===== src/rtl/strobe_monitor_pkg.sv =====
// strobe_monitor_pkg: state encoding shared by the strobe monitor and anything decoding its state
package strobe_monitor_pkg;
   typedef enum logic [1:0] {
      ST_IDLE,
      ST_WAIT_FIRST,
      ST_MEASURE,
      ST_LOCKED
   } sm_state_e;
endpackage


===== src/rtl/strobe_period_counter.sv =====
// strobe_period_counter: elapsed-clock counter with clear, load-1 and saturation at MAX
module strobe_period_counter #(
   parameter int MAX = 80,
   parameter int W = $clog2(MAX + 1)
) (
   input  logic         clk_i,
   input  logic         rst_i,
   input  logic         clr_i,
   input  logic         load_i,
   input  logic         inc_i,
   output logic [W-1:0] cnt_o,
   output logic         sat_o
);
   logic [W-1:0] cnt_q, cnt_d;
   assign sat_o = cnt_q == W'(MAX);
   assign cnt_o = cnt_q;
   always_comb cnt_d = clr_i ? '0 : load_i ? W'(1) : (inc_i && !sat_o) ? cnt_q + 1'b1 : cnt_q;
   always_ff @(posedge clk_i) cnt_q <= rst_i ? '0 : cnt_d;
endmodule


===== src/rtl/strobe_monitor.sv =====
// strobe_monitor: measures strobe periods, declares lock, flags out-of-tolerance and missing strobes
module strobe_monitor
   import strobe_monitor_pkg::*;
#(
   parameter int EXPECTED_CLKS = 40,
   parameter int TOLERANCE = 1,
   parameter int LOCK_COUNT = 4
) (
   input  logic                                   clk_i,
   input  logic                                   rst_i,
   input  logic                                   enable_i,
   input  logic                                   strobe_i,
   output logic [$clog2(2*EXPECTED_CLKS+1)-1:0]   period_o,
   output logic                                   period_valid_o,
   output logic                                   locked_o,
   output logic                                   error_o,
   output logic                                   missing_o
);
   localparam int W = $clog2(2 * EXPECTED_CLKS + 1);
   localparam int TIMEOUT = 2 * EXPECTED_CLKS;
   localparam int LOW = EXPECTED_CLKS - TOLERANCE;
   localparam int HIGH = EXPECTED_CLKS + TOLERANCE;
   localparam int GW = $clog2(LOCK_COUNT + 1);
   sm_state_e state_q, state_d;
   logic [W-1:0] period_q, period_d, cnt;
   logic [GW-1:0] good_q, good_d, good_inc;
   logic pv_q, pv_d, err_q, err_d, miss_q, miss_d;
   logic sat, clr, load, inc, in_tol;
   strobe_period_counter #(.MAX(TIMEOUT), .W(W)) u_cnt (
      .clk_i (clk_i),
      .rst_i (rst_i),
      .clr_i (clr),
      .load_i(load),
      .inc_i (inc),
      .cnt_o (cnt),
      .sat_o (sat)
   );
   assign in_tol = cnt >= W'(LOW) && cnt <= W'(HIGH);
   assign good_inc = good_q == GW'(LOCK_COUNT) ? good_q : good_q + 1'b1;
   // a strobe coinciding with the timeout is measured, never reported missing
   always_comb begin
      state_d = state_q;
      period_d = period_q;
      good_d = good_q;
      pv_d = 1'b0;
      err_d = 1'b0;
      miss_d = 1'b0;
      clr = 1'b0;
      load = 1'b0;
      inc = state_q == ST_MEASURE || state_q == ST_LOCKED;
      if (!enable_i) begin
         state_d = ST_IDLE;
         good_d = '0;
         clr = 1'b1;
      end else if (state_q == ST_IDLE) begin
         state_d = ST_WAIT_FIRST;
      end else if (state_q == ST_WAIT_FIRST) begin
         load = strobe_i;
         state_d = strobe_i ? ST_MEASURE : ST_WAIT_FIRST;
      end else if (strobe_i) begin
         period_d = cnt;
         pv_d = 1'b1;
         load = 1'b1;
         err_d = !in_tol;
         good_d = in_tol ? good_inc : '0;
         state_d = (in_tol && good_inc == GW'(LOCK_COUNT)) ? ST_LOCKED : ST_MEASURE;
      end else if (sat) begin
         miss_d = 1'b1;
         good_d = '0;
         clr = 1'b1;
         state_d = ST_WAIT_FIRST;
      end
   end
   always_ff @(posedge clk_i) begin
      if (rst_i) begin
         state_q <= ST_IDLE;
         period_q <= '0;
         good_q <= '0;
         pv_q <= 1'b0;
         err_q <= 1'b0;
         miss_q <= 1'b0;
      end else begin
         state_q <= state_d;
         period_q <= period_d;
         good_q <= good_d;
         pv_q <= pv_d;
         err_q <= err_d;
         miss_q <= miss_d;
      end
   end
   assign period_o = period_q;
   assign period_valid_o = pv_q;
   assign locked_o = state_q == ST_LOCKED;
   assign error_o = err_q;
   assign missing_o = miss_q;
endmodule


===== config.mk =====
export PLATFORM = sky130hd
export DESIGN_NAME = strobe_monitor
export DESIGN_NICKNAME = d
export VERILOG_FILES = /design/src/rtl/strobe_monitor_pkg.sv /design/src/rtl/strobe_period_counter.sv /design/src/rtl/strobe_monitor.sv
export SDC_FILE = /design/constraint.sdc
export NUM_CORES = 1
export LEC_CHECK = 0
export ABC_AREA = 1
export BUFFER_PORTS_ARGS = -buffer_cell sky130_fd_sc_hd__buf_2
export CAP_MARGIN = 15
export CORE_MARGIN = 10
export CORE_UTILIZATION = 50
export DETAILED_ROUTE_END_ITERATION = 10
export GPL_TIMING_DRIVEN = 1
export HOLD_SLACK_MARGIN = 0.06
export PLACE_DENSITY_LB_ADDON = 0.05
export SLEW_MARGIN = 10
export SYNTH_ARGS = -nofsm -noshare
export SYNTH_HDL_FRONTEND = slang
export SYNTH_SLANG_ARGS = --single-unit

===== constraint.sdc =====
create_clock -name clk_i -period 1.7 [get_ports clk_i]
set_input_delay 0 -clock clk_i [delete_from_list [all_inputs] [get_ports clk_i]]
set_output_delay 0 -clock clk_i [all_outputs]
set_load 0.01 [all_outputs]

==> impl_metrics.ini, run 1 <==
[yosys]
synth_cells = 156
synth_fp_nets = 165
yosysTopAreaCell = dfxtp_1
synth_seq_cells = 22
synth.area.top_cells = dfxtp_1 (38%), nand2_1 (14%), inv_1 (6.2%), a21oi_1 (5.7%), ha_1 (5.5%)
synth_area_sq_um = 1150
synth_cell_types = 24
seq_area_frac_synth_pct = 38.4
synth.top_cell.area_share_pct = 38.4
ys_warn_count = 0
synth.avg_cell_area_sq_um = 7.35

[place]
place_congestion = 0.909
hpwl_mm = 1.78
dp_slack_ns = 0.287
postPlaceCellArea_sq_um = 1240
port_buffers = 14

[pwr]
power_density_nw_per_um2 = 656
p_int_w = 0.000663
p_leak_nw = 0.521
p_switching_w = 0.000187
seqPwrFrac_pct = 61.3
switching_share_pct = 22.0
p_clk_share_pct = 33.8
p_comb_share_pct = 4.9
vdd_drop_max_mv = 0.364

[clocking]
cts_buffers = 3
clkSinkCount = 22
post-cts-setup-buffers = 0
clockRootBuffer = clkbuf_4
h-tree-depth = 1
cts.clk_slew.worst_paths_ns = 0.11
tritoncts = built
clk_latency_ns = 0.31
clock_path_buffers = 2

[worst_setup_path]
cp.required_ns = 1.94
crit_chain = inv_1 > ha_1 > nand2_1 > nor2_2 > nand2_4 > nand2_1 > nand2_1 > nand2_1 > a21oi_1
critPathSlowestCell = dfxtp_1
cp.buffers_inverters = 1
crit_top_cell = nand2_1
cp_max_fo = 7
path_delay_family = flip-flops
worstSetupEndpointType = flip-flop
worstPathArrival_ns = 1.67
slowest_delay_ns = 0.48
cp-start-kind = flip-flop
worstSetupPathType = reg -> reg

[global_routing]
grt_pass1_wl_mm = 3.86
overflow = 0
antenna_found_initial = 0
grt_max_degree = 13
grt_pass1_vias = 872
track_usage_pct = 10.6

[cells_and_area]
syn2layout_area_growth_pct = 13.0
drive_gt1_share_pct = 21.3
fin_area_sq_um = 1300
fillers = 231
nets = 184
antenna_cells = 0

[detailed_routing]
dr.pass1.iters = 4
drc = 0
viasPerCell = 4.77
drt-initial-drc-count = 45
vias = 963
ant_nets = 0
wl_mm = 2.29
avgRoutedWirePerCell_um = 11.3

[run_status]
status = finished clean

[floorplan]
die-area_sq_um = 4610
initial_utilization_pct = 52.4
core_sq_um = 2190
die_w_um = 67.9
boundaryPins = 15
die_h_um = 67.9
num_rows = 17

[timing]
min_period_ns = 1.43
fin_crit_sh_pct = 83.8
max_freq_ghz = 0.702
grt_setup_unrepaired = false
timing.setup.tns_ns = 0
maxSlewViolCount = 0
final-hold-violation-count = 0
setup_ws_ns = 0.275
worstMarginPinSlew_ns = 0.341
slew_headroom_pct = 77.3
finalClockSkew_ns = 0.00692
setup_viol = 0

[run]
drv_cap = 0

[worst_hold_path]
hold_class = in -> reg
[repair_timing]
action                                 in CTS  in global routing
hold buffers                                2                  0
gates resized for setup                     0                  0
endpoints found under the hold margin       8                  0
[per-stage QoR]
stage / utilization [%] / std cells / hold WS [ns] / total power, W
finish: 59.2 / 202 / 0.0922 / 0.000851
global route: 59.2 / 202 / 0.114 / 0.000886
CTS: 59.2 / 202 / 0.0851 / 0.000867
detailed placement: 56.6 / 196 / 0.309 / 0.000572
global placement: 56.6 / 196 / 0.298 / 0.000571
floorplan: - / 156 / 0.206 / 0.000561
[worst paths after layout]
path                  startpoint              to  slack [ns]  cells after the start
setup / recovery  u_cnt.cnt_o[0]       good_q[1]        0.27                      9
hold / removal          enable_i  u_cnt.cnt_o[0]        0.09                      5
setup reg to reg  u_cnt.cnt_o[0]       good_q[1]        0.27                      9
hold reg to reg      period_o[0]     period_o[0]        0.47                      2
[synthesized netlist by cell type (all sizes together)]
cell,count
o21ai,5
nor2,19
or2,1
nand4,4
nor3,4
nand2,45
inv,22
ha,5
a21boi,1
nand3,10
dfxtp,22
buf,3
xor2,2
a21oi,13
[layout by cell type, fill, tap and decap left out]
cell,instances
nand2_1,43
dfxtp_1,22
inv_1,19
buf_2,14
a21oi_1,13
nor2_1,12
nand3_1,9
nor2_4,5
ha_1,5
o21ai_1,4
inv_2,3
nor3_2,3
clkbuf_4,3
nor2_2,2
nand4_1,2
nand4_2,2
xor2_1,2
dlygate4sd3_1,2
nand2_4,1
nand2_2,1
a21boi_1,1
nor3_1,1
nand3_2,1
or2_1,1
o21ai_0,1
clkbuf_8,1
buf_4,1
[sequential cells by signal, indices dropped and copies added, names as in the netlist]
register	count
error_o	1
good_q	3
missing_o	1
period_o	7
period_valid_o	1
state_q	2
u_cnt.cnt_o	7
[power by group through the flow]
stage,Sequential [W],Clock (W),Combinational (W)
after CTS,0.000522,0.000303,0.0000422
final,0.000522,0.000287,0.0000418
after global routing,0.000523,0.000317,0.0000471
after detailed placement,0.000533,0,0.0000386
after global placement,0.000533,0,0.0000384
after floorplan,0.000532,0,0.0000291
[cell type report]
class / count / area [sq um] / area share [%]
multi-input combinational: 109 / 604 / 46.6
sequential: 22 / 440 / 34.0
timing repair buffer: 17 / 97.6 / 7.53
inverter: 22 / 82.6 / 6.37
clock buffer: 4 / 36.3 / 2.80
tap: 28 / 35.0 / 2.70
[cell families after synthesis]
group                    after synthesis  share of synthesized area, %
AND/OR/NAND/NOR                       83                          37.2
buffers and inverters                 25                          8.94
flip-flops                            22                          38.4
AO/OA/AOI/OAI                         19                          8.51
adder cells (fa/ha/maj)                5                          5.45
XOR/XNOR                               2                          1.53
[layer usage]
layer	vias up	GRT usage (%)	wire, um
met4	0	4.52	33
met1	420	13.8	1130
li1	523	-	-
met2	16	15.8	969
met5	-	0	0
met3	4	3.10	150
[worst min-delay path, stage by stage]
cell and delay [ns]:
buf_2 0.10, inv_2 0.09, nor2_4 0.06, nand2_1 0.06, a21oi_1 0.04
No activity file was read; power rests on OpenSTA's default activity.
==> run 2: changes to the inputs <==
==> constraint.sdc (replaced) <==
create_clock -name clk_i -period 1.3 [get_ports clk_i]
set_input_delay 0 -clock clk_i [delete_from_list [all_inputs] [get_ports clk_i]]
set_output_delay 0 -clock clk_i [all_outputs]
set_load 0.01 [all_outputs]
==> run 2 against run 1 <==
Hold slack improved by 0.016 ns. Maximum frequency grew 10%. Non-clock buffer count up 6. Critical path depth unchanged. First-iteration DRC count up 51%. Design area grew 12%. Largest power group unchanged.
==> impl_metrics.ini, run 2 (synthesis results as in run 1) <==
[floorplan]
boundaryPins = 15
core_sq_um = 2190
initial_utilization_pct = 52.4
die-area_sq_um = 4610
die_h_um = 67.9
num_rows = 17
die_w_um = 67.9

[timing]
min_period_ns = 1.29
worstMarginPinSlew_ns = 0.347
max_freq_ghz = 0.774
slew_headroom_pct = 76.9
final-hold-violation-count = 0
setup_ws_ns = 0.00742
finalClockSkew_ns = 0.000905
fin_crit_sh_pct = 99.4
grt_setup_unrepaired = true
hold_slack_ns = 0.108
maxSlewViolCount = 0
setup_viol = 0

[pwr]
p_switching_w = 0.000262
p_comb_share_pct = 5.3
p_leak_nw = 0.583
p_int_w = 0.00101
vdd_drop_max_mv = 0.701
seqPwrFrac_pct = 53.5
switching_share_pct = 20.6
power_density_nw_per_um2 = 877
p_clk_share_pct = 41.3

[detailed_routing]
avgRoutedWirePerCell_um = 12.4
viasPerCell = 4.99
drc = 0
wl_mm = 2.57
drt-initial-drc-count = 68
vias = 1037
dr.pass1.iters = 4
ant_nets = 0

[cells_and_area]
final_util_pct = 66.2
syn2layout_area_growth_pct = 26.5
drive_gt1_share_pct = 35.0
antenna_cells = 0
final_cell_mix = nand2_1 (35), inv_1 (17), dfxtp_1 (17), buf_2 (14)
layout.cells.most_common = nand2_1
nets = 190

[worst_setup_path]
worstSetupEndpointType = flip-flop
worstSetupPathType = reg -> reg
crit_chain = inv_4 > ha_4 > nand2_2 > nor2_4 > nand2_4 > nand2_4 > nand2_2 > nand2_2 > a21oi_2
cp.required_ns = 1.52
crit_top_cell = nand2_2
cp_max_fo = 6
slowest_delay_ns = 0.39
worstPathArrival_ns = 1.51
reg2reg_slack_ns = 0.007
cp-start-kind = flip-flop
critPathSlowestCell = dfxtp_4

[run]
drv_cap = 0

[place]
place_congestion = 0.906
hpwl_mm = 1.90
port_buffers = 14
dp_slack_ns = -0.0431

[clocking]
h-tree-depth = 1
clock_path_buffers = 2
clkSinkCount = 22
clk_latency_ns = 0.31
cts_buffers = 3
clockRootBuffer = clkbuf_4
cts.clk_slew.worst_paths_ns = 0.12
tritoncts = built

[global_routing]
grt_max_degree = 14
overflow = 0
grt_pass1_wl_mm = 4.13
grt_pass1_vias = 920
track_usage_pct = 11.4
antenna_found_initial = 0

[worst_hold_path]
hold_class = in -> reg

[run_status]
status = finished clean
==> run 2: per-stage QoR <==
stage / instance area [sq um] / instances / TNS, ns / total power [W]
4_1_cts: 1370 / 206 / 0 / 0.00128
2_1_floorplan: 1150 / 156 / 0 / 0.000734
3_3_place_gp: 1270 / 200 / -0.0259 / 0.000748
3_5_place_dp: 1270 / 200 / -0.178 / 0.000749
5_1_grt: 1450 / 208 / -0.197 / 0.00132
6_report: 1450 / 208 / 0 / 0.00127
==> run 2: cell type report <==
class	count	area [sq um]
inverter	22	85.1
multi-input combinational	109	687
fill	188	739
tap	28	35.0
clock buffer	3	22.5
clock inverter	1	30.0
timing repair buffer	23	143
sequential	22	449
==> run 2: final timing paths <==
check,startpoint,to,cells after the start
hold reg to reg,period_o[4],period_o[4],2
hold / removal,enable_i,u_cnt.cnt_o[0],5
setup / recovery,u_cnt.cnt_o[0],u_cnt.cnt_o[0],9
setup reg to reg,u_cnt.cnt_o[0],u_cnt.cnt_o[0],9
==> run 2: repair_timing <==
action | CTS | global route
endpoints found under the setup margin | 11 | 18
resized for setup | 8 | 20
hold buffers | 2 | 0
setup buffers | 0 | 2
pin swaps | 1 | 6
hold endpoints to repair | 8 | 0
==> run 2: power by group through the flow <==
stage	registers, W	clock network [W]	logic (W)
3_5_place_dp	0.000697	0	0.0000520
6_report	0.000681	0.000525	0.0000670
3_3_place_gp	0.000696	0	0.0000512
2_1_floorplan	0.000696	0	0.0000380
4_1_cts	0.000680	0.000539	0.0000601
5_1_grt	0.000682	0.000562	0.0000740
==> run 2: worst max-delay path: cells and delay by family (launching register included) <==
family	cells	cell delay, ns
AOI/OAI and AO/OA	1	0.06
and+or+nand+nor	6	0.55
DFF	1	0.39
buffers and inverters	1	0.07
adders and majority gates	1	0.12
==> run 2: routing by layer <==
layer	GRT usage, %	routed length, um	vias to the layer above
li1	-	-	540
met1	13.8	1130	471
met2	18.8	1220	22
met3	2.61	182	4
met4	5.28	32	0
met5	0	0	-
